==> src/rtl/dmem_pkg.sv <==
// Shared types and constants for the data-memory arbiter and other Data_memory users.
// Holds the sequencer state encoding, port indices and the round-robin pick rule.
package dmem_pkg;

    localparam int ADDR_W    = 10;
    localparam int DATA_W    = 32;
    localparam int PORT_CORE = 0;
    localparam int PORT_LOAD = 1;
    localparam int LAT_W     = 2;   // wide enough for latencies 1..3

    typedef enum logic [1:0] {
        IDLE,
        ISSUE,
        WAIT,
        RESP
    } state_t;

    // Two-way round-robin: a lone requester wins, a tie goes opposite the last winner.
    function automatic logic rr_pick(input logic [1:0] req, input logic last);
        if (req[0] && req[1]) begin
            return ~last;
        end else if (req[1]) begin
            return 1'b1;
        end else begin
            return 1'b0;
        end
    endfunction

endpackage

==> src/rtl/rr_arb2.sv <==
// Two-way round-robin picker with a last-winner pointer.
// The pointer only advances when the caller accepts the pick.
module rr_arb2
    import dmem_pkg::*;
(
    input  logic       clk,
    input  logic       rst,
    input  logic [1:0] req,
    input  logic       take,
    output logic       valid,
    output logic       winner
);

    logic last_q;

    assign valid  = |req;
    assign winner = rr_pick(req, last_q);

    // Reset to "load port won last" so the core port wins the first tie.
    always_ff @(posedge clk or negedge rst) begin
        if (!rst) begin
            last_q <= 1'(PORT_LOAD);
        end else if (take && valid) begin
            last_q <= winner;
        end
    end

endmodule

==> src/rtl/dmem_arbiter.sv <==
// Shares the single-port Data_memory between the core (port 0) and the loader (port 1),
// one access at a time, with registered grants, strobes and per-port read data.
module dmem_arbiter #(
    parameter int ADDR_W  = dmem_pkg::ADDR_W,
    parameter int DATA_W  = dmem_pkg::DATA_W,
    parameter int MEM_LAT = 1
) (
    input  logic              clk,
    input  logic              rst,
    input  logic              p0_req,
    input  logic              p0_we,
    input  logic [ADDR_W-1:0] p0_addr,
    input  logic [DATA_W-1:0] p0_wdata,
    input  logic              p1_req,
    input  logic              p1_we,
    input  logic [ADDR_W-1:0] p1_addr,
    input  logic [DATA_W-1:0] p1_wdata,
    output logic              p0_gnt,
    output logic              p1_gnt,
    output logic              p0_rvalid,
    output logic              p1_rvalid,
    output logic [DATA_W-1:0] p0_rdata,
    output logic [DATA_W-1:0] p1_rdata,
    output logic [ADDR_W-1:0] mem_address,
    output logic [DATA_W-1:0] mem_data_in,
    output logic              mem_MemRead,
    output logic              mem_MemWrite,
    input  logic [DATA_W-1:0] mem_data_out,
    output logic              busy
);

    import dmem_pkg::*;

    state_t            state;
    logic [LAT_W-1:0]  cnt;
    logic              win;
    logic              we_q;
    logic [ADDR_W-1:0] addr_q;
    logic [DATA_W-1:0] wdata_q;
    logic [1:0]        gnt_q;
    logic [1:0]        rvalid_q;
    logic [DATA_W-1:0] rdata0_q;
    logic [DATA_W-1:0] rdata1_q;
    logic              rd_q;
    logic              wr_q;

    logic              arb_valid;
    logic              arb_winner;
    logic              sel_we;
    logic [ADDR_W-1:0] sel_addr;
    logic [DATA_W-1:0] sel_wdata;

    rr_arb2 u_arb (
        .clk    (clk),
        .rst    (rst),
        .req    ({p1_req, p0_req}),
        .take   (state == IDLE),
        .valid  (arb_valid),
        .winner (arb_winner)
    );

    // NOTE: every variable gets a default at the top of always_comb so no path leaves it unassigned (no latch).
    always_comb begin
        sel_we    = p0_we;
        sel_addr  = p0_addr;
        sel_wdata = p0_wdata;
        if (arb_winner == 1'(PORT_LOAD)) begin
            sel_we    = p1_we;
            sel_addr  = p1_addr;
            sel_wdata = p1_wdata;
        end
    end

    // NOTE: sequential state uses non-blocking assignments only; every register, read-data holders included, has an async reset value.
    always_ff @(posedge clk or negedge rst) begin
        if (!rst) begin
            state    <= IDLE;
            cnt      <= '0;
            win      <= 1'b0;
            we_q     <= 1'b0;
            addr_q   <= '0;
            wdata_q  <= '0;
            gnt_q    <= '0;
            rvalid_q <= '0;
            rdata0_q <= '0;
            rdata1_q <= '0;
            rd_q     <= 1'b0;
            wr_q     <= 1'b0;
        end else begin
            gnt_q    <= '0;
            rvalid_q <= '0;
            rd_q     <= 1'b0;
            wr_q     <= 1'b0;
            case (state)
                IDLE: begin
                    if (arb_valid) begin
                        win               <= arb_winner;
                        we_q              <= sel_we;
                        addr_q            <= sel_addr;
                        wdata_q           <= sel_wdata;
                        gnt_q[arb_winner] <= 1'b1;
                        wr_q              <= sel_we;
                        rd_q              <= ~sel_we;
                        state             <= ISSUE;
                    end
                end
                ISSUE: begin
                    if (we_q) begin
                        state <= IDLE;
                    end else begin
                        cnt   <= LAT_W'(MEM_LAT);
                        state <= WAIT;
                    end
                end
                WAIT: begin
                    cnt <= cnt - LAT_W'(1);
                    // Last wait cycle: memory data is valid now, capture for the winner only.
                    if (cnt == LAT_W'(1)) begin
                        if (win == 1'(PORT_CORE)) begin
                            rdata0_q <= mem_data_out;
                        end else begin
                            rdata1_q <= mem_data_out;
                        end
                        rvalid_q[win] <= 1'b1;
                        state         <= RESP;
                    end
                end
                RESP: begin
                    state <= IDLE;
                end
                default: begin
                    state <= IDLE;
                end
            endcase
        end
    end

    assign p0_gnt       = gnt_q[PORT_CORE];
    assign p1_gnt       = gnt_q[PORT_LOAD];
    assign p0_rvalid    = rvalid_q[PORT_CORE];
    assign p1_rvalid    = rvalid_q[PORT_LOAD];
    assign p0_rdata     = rdata0_q;
    assign p1_rdata     = rdata1_q;
    assign mem_address  = addr_q;
    assign mem_data_in  = wdata_q;
    assign mem_MemRead  = rd_q;
    assign mem_MemWrite = wr_q;
    assign busy         = (state != IDLE);

endmodule

==> config.mk <==
export PLATFORM = sky130hd
export DESIGN_NAME = dmem_arbiter
export DESIGN_NICKNAME = d
export VERILOG_FILES = /design/src/rtl/dmem_pkg.sv /design/src/rtl/rr_arb2.sv /design/src/rtl/dmem_arbiter.sv
export SDC_FILE = /design/constraint.sdc
export NUM_CORES = 1
export LEC_CHECK = 0
export ABC_AREA = 1
export BUFFER_PORTS_ARGS = -buffer_cell sky130_fd_sc_hd__buf_2
export CORE_ASPECT_RATIO = 0.7
export CORE_MARGIN = 5
export CORE_UTILIZATION = 51
export CTS_CLUSTER_DIAMETER = 200
export DETAILED_ROUTE_END_ITERATION = 16
export PLACE_DENSITY_LB_ADDON = 0.15
export SYNTH_ARGS = -nofsm -noshare
export SYNTH_HDL_FRONTEND = slang
export SYNTH_SLANG_ARGS = --single-unit
export TNS_END_PERCENT = 1
==> constraint.sdc <==
create_clock -name clk -period 4.4 [get_ports clk]
set_clock_uncertainty 0.1 [all_clocks]
set_input_delay 0.22 -clock clk [delete_from_list [all_inputs] [get_ports clk]]
set_output_delay 0.22 -clock clk [all_outputs]
set_load 0.005 [all_outputs]
==> summary.txt, run 1 <==
Status
  – Status: complete, no violations

Cells and area
  – Finished Cell Area: a little over 7000 um^2
  – Nets: roughly 980
  – Reg area: 2980 um^2
  – Fin cells: roughly 1000
  – Area of the multi-input gates: 1720 um^2
  – ANT cells: 0
  – Layout cells sized above 1: about a third
  – Area Overhead vs Synth: 40.5%
  – Final core occ: around 74%
  – Fill cell count: just over 700

Detailed routing
  – Post-DR wirelength/cell: approximately 15 um
  – Routed via count: around 5000
  – Drt initial violations: 340
  – Final ANT Viol Nets: 0
  – Total Wirelength: ~15 mm
  – # DRC: 0
  – Vias per cell: between 5 and 6
  – Pre-Repair DR Iteration Count: 5

Power
  – Net Sw Power: ~1800 uW
  – Switching Fraction: 33.9%
  – Int Pwr: between 3000 and 4000 uW
  – Worst vdd ir: between 0.3 and 0.4 mV
  – Pwr Total: around 5200 uW
  – Power Dens Cells: around 700 nW/um^2
  – Lkg Pwr: approximately 0.0042 uW
  – Sequential Power Share: a little under two fifths
  – Logic pwr share: 32.4%
  – Clock share of power: about 30%

Critical path
  – Worst path slowest cell: nand2_2
  – CP Max Fanout: 45
  – Crit path DAT: ~2.7 ns
  – Crit-path cells: nand2_2, nand2_2, nand2_1, nand3_1, nand2_1
  – Startpoint type of the worst setup path: flop
  – Max stage delay on crit path: 0.86 ns
  – CP Capture Type: flop
  – Worst EP required: 4.58 ns
  – Crit Path Class: flop to flop

STA
  – Worst-Margin Slew: about 1.0 ns
  – Achievable clock frequency: between 0.3 and 0.4 GHz
  – Fin. Hold Viols: 0
  – Fin. max-slew vios: 0
  – Max-slew headroom: between 20 and 30%
  – Crit path time final: 2.52 ns
  – Unrepaired setup endpoints after global routing: false
  – Fin crit share: between 50 and 60%
  – Final setup TNS: 0 ns
  – Setup violators final: 0

Yosys
  – Xor and xnor area share after synthesis: 0%
  – Largest family of logic cells by synthesized area: simple AND/OR/NAND/NOR gates
  – Post-synth EDFFs: 0
  – Most area-consuming cells after synthesis: dfrtp_1, nand2_1, o21ai_0
  – Asr flop ratio synth: 100%
  – Seq cells post-synth: 119
  – Post-Synthesis Mean Instance Area: between 8 and 9 um^2
  – Synth Warn #: 0
  – Mapped Cells: around 600
  – Post-synthesis adder-cell area fraction: less than 1%
  – Post-synth net total: between 700 and 800
  – Top-count cell post-synth: nand2_1
  – Multiplexer share of the synthesized area: 0%
  – Simple-gate share of the synthesized area: between 20% and 30%
  – Yosys top cell by area: dfrtp_1
  – Synth cell count leaders: nand2_1, dfrtp_1, inv_1, o21ai_0, nand3_1
  – Primary FF master, synth: dfrtp_1
  – Synth top area share: between 50% and 60%
  – Synth cell types: 20
  – Mapped cell area: approximately 5000 um^2
  – Compound-Gate Fraction of Synth Area: under 10%
  – Sequential element share of the synthesized area: between 50% and 60%

Clocking
  – Clk slew on worst S/H paths: approximately 0.060 ns
  – Clk Latency, worst-skew pair: roughly 0.4 ns
  – Root Buffer: clkbuf_16
  – # Post-CTS Setup Buffers: 0
  – Htree depth: 4
  – Buffer depth of the longest clock path: 2
  – CTS buffer count: 17
  – Number of clock sinks: roughly 120
  – CTS tree: yes

Floorplanning
  – Initial Util: around 53%
  – Die footprint: around 12000 um^2
  – I/O pin total: 235
  – Row count: 30
  – Total core area: a little under 10000 um^2
  – Die width: between 100 and 150 um
  – Die height: 94.1 um

Run
  – Max-cap violations: 0

Place
  – Placed Instances: 940
  – Final HPWL DP: a little under 10 mm
  – Area after DPL: 6320 um^2
  – Routability Congestion: 0.904
  – Port bufs: 234

Global route
  – Vias in the first global route: approximately 5000
  – Initial antenna violation count: 0
  – Congestion Overflow GR: 0
  – Tot GR Track Use: roughly a quarter
  – Largest net degree at the start of global routing: 83
  – Global-route wire length before repair: 23.8 mm

Hold path
  – Tightest Hold Check Type: primary input to flop
## final cells by class
class	instances	area share, %
Sequential cell	119	41.2
Multi-Input combinational cell	384	23.7
Timing Repair Buffer	261	19.8
Clock buffer	18	5.93
Inverter	72	3.73
Clock inverter	14	3.39
Tap cell	128	2.21
## registers in the layout, indices dropped and copies added, names as in the netlist, named ones only
name / flops
win: 1
mem_MemRead: 1
cnt: 2
gnt_q: 2
u_arb.last_q: 1
mem_MemWrite: 1
mem_address: 10
state: 1
rvalid_q: 2
p0_rdata: 32
mem_data_in: 32
we_q: 1
p1_rdata: 32
## critical path, delay by kind of cell (launching register included)
kind,cells,cell delay [ns]
DFF,1,0.54
and+or+nand+nor,5,1.74
## power groups by stage
stage	Combinational, uW	Sequential [uW]	Clock, uW
6_report	1680	1940	1560
5_1_grt	1930	2010	1640
4_1_cts	1710	1940	1580
3_5_place_dp	1670	1940	0
3_3_place_gp	1600	1930	0
2_1_floorplan	831	1970	0
## cells by family after synthesis
group                      Yosys count
adders and majority gates            1
and+or+nand+nor                    316
buffers and inverters              108
DFF                                119
AOI/OAI and AO/OA                   67
## timing repair
action | in CTS | in global routing
endpoints found under the hold margin | 114 | 0
resized for setup | 0 | 0
hold buffers | 24 | 0
## path summary, 6_finish.rpt
| check | from | end | slack [ns] | depth (start not counted) |
|---|---|---|---|---|
| worst max-delay path | u_arb.last_q$_DFFE_PN1P_ | we_q$_DFFE_PN0P_ | 1.88 | 5 |
| worst min-delay path | mem_data_out[24] | p1_rdata[24]$_DFFE_PN0P_ | 0.008 | 3 |
| worst max register to register | u_arb.last_q$_DFFE_PN1P_ | we_q$_DFFE_PN0P_ | 1.88 | 5 |
| worst min register to register | mem_data_in[2]$_DFFE_PN0P_ | mem_data_in[2]$_DFFE_PN0P_ | 0.37 | 2 |
| max in group asynchronous | rst | p1_rdata[10]$_DFFE_PN0P_ | 2.69 | 3 |
| min in group asynchronous | rst | p1_rdata[3]$_DFFE_PN0P_ | 0.45 | 2 |
## layout by cell type (no fill, tap or decap), drive strengths merged
cell type    count
o21ai           66
bufinv           6
clkinv           2
nor2             6
clkbuf          18
nand3           44
nand2          238
clkinvlp         4
nand3b          27
dlygate4sd3     24
buf            237
dfrtp          118
a21oi            1
nand4            1
dfstp            1
ha               1
inv             74
## per-stage QoR
| step | worst slack (ns) | hold slack [ns] |
|---|---|---|
| 2_1_floorplan | 2.97 | -0.176 |
| 3_3_place_gp | 2.05 | 0.344 |
| 3_5_place_dp | 1.92 | 0.361 |
| 4_1_cts | 1.90 | 0.00271 |
| 5_1_grt | 1.67 | 0.00515 |
| 6_report | 1.88 | 0.00846 |
## metal layers
metal / up-vias / part of all wire [%] / GRT usage (%)
met3: 22 / 8.9 / 6.65
met4: 0 / 1.6 / 7.44
li1: 2378 / - / -
met5: - / 0 / 0
met2: 220 / 50 / 41.1
met1: 2365 / 39 / 30.6
(Power assumes the default switching activity.)
==> inputs of run 2 (changes only) <==
- CORE_UTILIZATION: 51 -> 42
- clock period: 4.4 -> 2.1 ns (I/O delays scaled with it)
==> run 2 against run 1 <==
First-iteration DRC count is 40% lower. Sequential cell count stayed put. Combinational power is 140% higher. Clock-buffer cell count stayed put. Power is 110% higher. Global-route usage is 1.8 points lower. Critical endpoint is now mem_MemRead$_DFF_PN0_. Highest routed layer unchanged.
==> summary.txt, run 2 (synthesized netlist as in run 1, its figures left out) <==
STA
  – Fin. Hold Viols: 0 (unchanged)
  – Max-slew headroom: 68.7% (+39 points)
  – Worst-Margin Slew: 0.469 ns (-0.579 ns)
  – Crit path time final: 1.99 ns (-0.528 ns)
  – Unrepaired setup endpoints after global routing: false
  – Final hold slack: 0.0350 ns (+0.0265 ns)
  – Fin crit share: 94.8% (+38 points)
  – Setup violators final: 0 (unchanged)
  – Achievable clock frequency: 0.503 GHz (+27%)
  – Fin. max-slew vios: 0 (unchanged)
  – Final setup TNS: 0 ns (unchanged)

Critical path
  – CP Max Fanout: 30 (-33%)
  – Worst path slowest cell: dlygate4sd3_1
  – WP buf/inv: 4 (+4)
  – Startpoint type of the worst setup path: flop
  – Max stage delay on crit path: 0.57 ns (-0.29 ns)
  – CP Capture Type: flop
  – Crit Path Class: flop to flop
  – Crit path max-delay family: buffers and inverters
  – Worst EP required: 2.27 ns (-2.31 ns)
  – Crit path DAT: 2.16 ns (-0.54 ns)
  – Crit-path cells: inv_1, nand2_2, nor2_4, inv_2, buf_12, a21oi_2, dlygate4sd3_1
  – R2R Setup Slk: 0.11 ns (-1.77 ns)

Power
  – Int Pwr: 7270 uW (+110%)
  – Logic pwr share: 36.3% (+3.9 points)
  – Clock share of power: 26.8% (-3.3 points)
  – Sequential Power Share: 37.0% (-0.5 points)
  – Net Sw Power: 3790 uW (+120%)
  – Worst vdd ir: 0.662 mV (+70%)
  – Lkg Pwr: 0.00460 uW (+9.4%)
  – Switching Fraction: 34.3% (+0.32 points)
  – Power Dens Cells: 1330 nW/um^2 (+86%)

Floorplanning
  – Die footprint: 14600 um^2 (+19%)
  – I/O pin total: 235 (unchanged)
  – Die width: 142 um (+9.4%)
  – Row count: 33 (+10%)
  – Initial Util: 43.5% (-9.1 points)
  – Total core area: 11900 um^2 (+21%)
  – Die height: 103 um (+9.1%)

Cells and area
  – Final core occ: 70.1% (-3.8 points)
  – Fin cells: 1128 (+13%)
  – Most common cell after layout, fill and taps aside: nand2_1
  – Nets: 1081 (+11%)
  – Finished Cell Area: 8310 um^2 (+15%)
  – ANT cells: 0 (unchanged)
  – Layout cells sized above 1: 29.5% (-2.6 points)
  – Most frequent cells in the layout: nand2_1, buf_2, dlygate4sd3_1
  – Area Overhead vs Synth: 61.2%

Clocking
  – Clk Latency, worst-skew pair: 0.40 ns (about the same)
  – Number of clock sinks: 119 (unchanged)
  – Clk slew on worst S/H paths: 0.06 ns (about the same)
  – Buffer depth of the longest clock path: 2 (unchanged)
  – Root Buffer: clkbuf_16
  – CTS buffer count: 17 (unchanged)
  – Htree depth: 4 (unchanged)
  – # Post-CTS Setup Buffers: 0 (unchanged)
  – CTS tree: yes

Run
  – Max-cap violations: 0 (unchanged)

Place
  – Area after DPL: 6490 um^2 (+2.6%)
  – Final HPWL DP: 10.3 mm (+4.1%)
  – Port bufs: 234 (unchanged)
  – Routability Congestion: 0.879 (-2.8%)
  – Placed Instances: 976 (+3.8%)

Detailed routing
  – Drt initial violations: 203 (-40%)
  – Pre-Repair DR Iteration Count: 5 (unchanged)
  – Routed via count: 5299 (+6.3%)
  – Final ANT Viol Nets: 0 (unchanged)
  – # DRC: 0 (unchanged)
  – Total Wirelength: 15.9 mm (+8.1%)
  – Vias per cell: 4.70 (-6.1%)
  – Post-DR wirelength/cell: 14.1 um (-4.6%)

Global route
  – Global-route wire length before repair: 26.4 mm (+11%)
  – Largest net degree at the start of global routing: 66 (-20%)
  – Vias in the first global route: 5614 (+10%)
  – Initial antenna violation count: 0 (unchanged)
  – Congestion Overflow GR: 0 (unchanged)
  – Tot GR Track Use: 22.5% (-1.8 points)

Hold path
  – Tightest Hold Check Type: primary input to flop

Status
  – Status: complete, no violations
-- run 2: power groups by stage --
| stage | clock network [uW] | registers [uW] | logic [uW] |
|---|---|---|---|
| after floorplan | 0 | 4120 | 1740 |
| after global placement | 0 | 4080 | 3480 |
| after detailed placement | 0 | 4090 | 3600 |
| after CTS | 3020 | 4090 | 4020 |
| after global routing | 3130 | 4220 | 4570 |
| final | 2960 | 4090 | 4010 |
-- run 2: layout make-up --
type	count	area, um^2
inverters	72	270
well taps	157	196
flip-flops and latches	119	2980
fillers	957	3540
repair buffers	364	2520
multi-input cells	384	1720
clock buffers	18	439
clock inverters	14	174
-- run 2: worst paths after layout --
check                                            start                     endpoint  cells after the start
min reg2reg                mem_data_in[25]$_DFFE_PN0P_  mem_data_in[25]$_DFFE_PN0P_                      2
min                                             p1_req           gnt_q[0]$_DFF_PN0_                      4
max reg2reg                       state[0]$_DFFE_PN0P_        mem_MemRead$_DFF_PN0_                      7
max                               state[0]$_DFFE_PN0P_        mem_MemRead$_DFF_PN0_                      7
max in group asynchronous                          rst     p1_rdata[27]$_DFFE_PN0P_                      3
min in group asynchronous                          rst  mem_data_in[15]$_DFFE_PN0P_                      2
-- run 2: stage by stage --
stage / total power [uW] / worst slack, ns
after detailed placement: 7690 / 0.455
after global placement: 7560 / 0.545
after floorplan: 5860 / 0.668
after global routing: 11900 / 0.00627
final: 11100 / 0.110
after CTS: 11100 / 0.0736
-- run 2: tightest hold or removal path, cell delays in order --
cell and delay, ns:
buf_2 0.14, nand2_4 0.13, inv_1 0.07, nor2_1 0.04
-- run 2: timing repair --
item                                   4_1_cts  5_1_grt
hold buffers                               120        0
setup endpoints to repair                    0       25
resized for setup                            0        1
endpoints found under the hold margin      228        0
-- run 2: metal layers --
metal	GRT usage, %	vias to the layer above	share of wire [%]
met1	27.5	2500	42
met5	0	-	0
met4	8.62	0	1.5
met2	39.7	191	50
li1	-	2585	-
met3	4.91	23	6.6
==> inputs of run 3 (changes only) <==
- ABC_CLOCK_PERIOD_IN_PS: default -> 2100
- CORE_UTILIZATION: 42 -> 43
- SLEW_MARGIN: default -> 20
- SYNTH_HIERARCHICAL: default -> 1
==> run 3 against run 2 <==
Synthesized cell count grew 7.5%. Power is 9.4% higher. Critical path type unchanged. Critical endpoint is now mem_address[9]$_DFFE_PN0P_. Sequential cell count is the same.
==> summary.txt, run 3 <==
Critical path
  – Crit path DAT: 2.27 ns (+0.11 ns)
  – Critical R2R Launch: u_arb/last_q$_DFFE_PN1P_
  – Worst reg2reg endpoint: mem_address[9]$_DFFE_PN0P_
  – Worst EP required: 2.34 ns (+0.07 ns)
  – R2R Setup Slk: 0.07 ns (-0.04 ns)
  – CP Max Fanout: 10 (-67%)
  – Crit Path Class: flop to flop
  – CP Capture Type: flop
  – Startpoint type of the worst setup path: flop
  – FF-to-FF path depth: 9 (+2)

Yosys
  – Top-count cell post-synth: nand2_1
  – Post-synth EDFFs: 0 (unchanged)
  – Primary FF master, synth: dfrtp_1
  – Synth top area share: 56.0% (-1.3 points)
  – Post-Synthesis Mean Instance Area: 8.02 um^2 (-4.9%)
  – Synth cell count leaders: nand2_1, dfrtp_1, nand4_1, buf_2, clkbuf_1
  – Mapped cell area: 5270 um^2 (+2.3%)
  – Synth cell types: 22 (+10%)
  – Post-synth net total: 781 (+6.4%)
  – Sequential element share of the synthesized area: 56.5% (-1.3 points)
  – Synth Warn #: 6 (+6)
  – Mapped Cells: 657 (+7.5%)
  – Asr flop ratio synth: 100% (unchanged)
  – Yosys top cell by area: dfrtp_1
  – Most area-consuming cells after synthesis: dfrtp_1, nand2_1, nand4_1
  – Seq cells post-synth: 119 (unchanged)

Cells and area
  – Area Overhead vs Synth: 63.8%
  – Nets: 1132 (+4.7%)
  – ANT cells: 0 (unchanged)
  – Reg area: 2980 um^2 (unchanged)
  – Area of the multi-input gates: 2030 um^2 (+18%)
  – Most frequent cells in the layout: nand2_1, buf_2, dlygate4sd3_1
  – Finished Cell Area: 8640 um^2 (+3.9%)
  – Most common cell after layout, fill and taps aside: nand2_1
  – Fill cell count: 849 (-11%)
  – Layout cells sized above 1: 29.0% (-0.46 points)

Detailed routing
  – Final ANT Viol Nets: 0 (unchanged)
  – Pre-Repair DR Iteration Count: 5 (unchanged)
  – Total Wirelength: 18.3 mm (+15%)
  – # DRC: 0 (unchanged)
  – Drt initial violations: 354 (+74%)
  – Post-DR wirelength/cell: 15.5 um (+10%)
  – Vias per cell: 5.04 (+7.2%)
  – Routed via count: 5932 (+12%)

Place
  – Final HPWL DP: 10.7 mm (+4.2%)
  – Port bufs: 234 (unchanged)
  – Routability Congestion: 0.841 (-4.3%)
  – Area after DPL: 6600 um^2 (+1.7%)

Floorplanning
  – Die width: 142 um (about the same)
  – I/O pin total: 235 (unchanged)
  – Row count: 33 (unchanged)
  – Die height: 103 um (about the same)
  – Die footprint: 14600 um^2 (about the same)
  – Initial Util: 44.5% (+1.0 points)
  – Total core area: 11900 um^2 (unchanged)

STA
  – Fin crit share: 96.8% (+2.0 points)
  – Fin. Hold Viols: 0 (unchanged)
  – Achievable clock frequency: 0.492 GHz (-2.1%)
  – Unrepaired setup endpoints after global routing: false
  – Max-slew headroom: 56.6% (-12 points)
  – Final setup TNS: 0 ns (unchanged)
  – Worst-Margin Slew: 0.651 ns (+0.183 ns)
  – Fin. max-slew vios: 0 (unchanged)
  – Crit path time final: 2.03 ns (+0.0420 ns)
  – Setup violators final: 0 (unchanged)

Power
  – Lkg Pwr: 0.00483 uW (+5.0%)
  – Switching Fraction: 36.2% (+1.9 points)
  – Power Dens Cells: 1400 nW/um^2 (+5.3%)
  – Clock share of power: 27.4% (+0.6 points)
  – Worst vdd ir: 0.837 mV (+26%)
  – Sequential Power Share: 33.8% (-3.2 points)
  – Logic pwr share: 38.7% (+2.4 points)
  – Int Pwr: 7730 uW (+6.3%)
  – Net Sw Power: 4380 uW (+15%)

Clocking
  – CTS tree: yes
  – Clk Latency, worst-skew pair: 0.40 ns (about the same)
  – CTS buffer count: 17 (unchanged)
  – Root Buffer: clkbuf_16
  – Clk slew on worst S/H paths: 0.06 ns (about the same)
  – Buffer depth of the longest clock path: 2 (unchanged)
  – Htree depth: 4 (unchanged)
  – Number of clock sinks: 119 (unchanged)

Status
  – Status: complete, no violations

Global route
  – Congestion Overflow GR: 0 (unchanged)
  – Tot GR Track Use: 23.8% (+1.2 points)
  – Largest net degree at the start of global routing: 65 (-1.5%)
  – Initial antenna violation count: 0 (unchanged)
  – Vias in the first global route: 5828 (+3.8%)
  – Global-route wire length before repair: 27.9 mm (+5.5%)

Hold path
  – Tightest Hold Check Type: primary input to asynchronous set/reset pin

Run
  – Max-cap violations: 0 (unchanged)
-- run 3: cell count changes in the layout (fill, tap and decap cells not counted), moves of 5 or more --
| cell | previous run | this run |
|---|---|---|
| nand3_1 | 44 | 3 |
| clkinvlp_4 | 7 | 2 |
| inv_1 | 71 | 6 |
| nand4_1 | 1 | 66 |
| o21ai_0 | 66 | 2 |
| nand2_1 | 234 | 397 |
| nand3b_1 | 27 | 1 |
-- run 3: kinds of logic (layout without fill, tap and decap cells) --
logic type | Yosys count | after routing | synth area share, %
simple gates | 477 | 477 | 37.5
flops | 119 | 119 | 56.5
buf+inv | 56 | 420 | 5.20
compound gates | 3 | 3 | 0.285
fa+ha+maj | 2 | 2 | 0.475
-- run 3: power by group through the flow --
stage	Combinational, uW	Clock (uW)	Sequential [uW]
finish	4690	3320	4100
floorplan	2250	0	4090
global placement	4070	0	4070
detailed placement	4190	0	4070
CTS	4530	3370	4080
global route	5240	3480	4210
-- run 3: metal layers --
| layer | vias to the layer above | share of wire [%] | global-route usage (%) |
|---|---|---|---|
| li1 | 2793 | - | - |
| met1 | 2800 | 41 | 30.0 |
| met2 | 296 | 48 | 39.9 |
| met3 | 43 | 9.2 | 5.61 |
| met4 | 0 | 2.6 | 9.79 |
| met5 | - | 0 | 0 |
-- run 3: final cells by class --
class                      count  share of cell area, %
sequential                   119                   34.5
tap                          157                   2.27
clock buffer                  20                   5.29
clock inverter                12                   2.58
timing repair buffer         377                   31.3
inverter                      11                  0.536
multi-input combinational    482                   23.5
-- run 3: repair_timing --
| action | CTS | global route |
|---|---|---|
| endpoints found under the setup margin | 0 | 43 |
| hold buffers | 123 | 0 |
| resized for setup | 0 | 9 |
| setup buffers | 0 | 1 |
| hold endpoints to repair | 156 | 0 |
-- run 3: worst max-delay path by stage --
stage / start / end / slack, ns / cells after the start
floorplan: u_arb/last_q$_DFFE_PN1P_ / mem_data_in[12]$_DFFE_PN0P_ / 0.63 / 9
global placement: state[0]$_DFFE_PN0P_ / mem_address[6]$_DFFE_PN0P_ / 0.61 / 6
detailed placement: state[0]$_DFFE_PN0P_ / mem_address[2]$_DFFE_PN0P_ / 0.54 / 6
CTS: u_arb/last_q$_DFFE_PN1P_ / mem_data_in[25]$_DFFE_PN0P_ / 0.03 / 8
global route: u_arb/last_q$_DFFE_PN1P_ / mem_data_in[3]$_DFFE_PN0P_ / 0.02 / 9
finish: u_arb/last_q$_DFFE_PN1P_ / mem_address[9]$_DFFE_PN0P_ / 0.07 / 9
-- run 3: metrics by stage --
stage	util [%]	hold slack [ns]	setup slack [ns]	std cells	total power, uW
floorplan	-	-0.291	0.627	657	6340
global placement	55.7	0.0638	0.605	1017	8140
detailed placement	55.7	0.0723	0.544	1017	8260
CTS	71.8	0.184	0.0327	1172	12000
global route	72.9	0.217	0.0180	1178	12900
finish	72.9	0.171	0.0679	1178	12100
-- run 3: critical path, stage by stage, from the launching register on --
cell and delay, ns:
dfstp_2 0.53, nand2_1 0.06, and2_4 0.16, clkinv_4 0.12
buf_6 0.18, nand2_1 0.06, nand2_1 0.05, dlygate4sd3_1 0.56
nand2_1 0.08, nand2_1 0.07
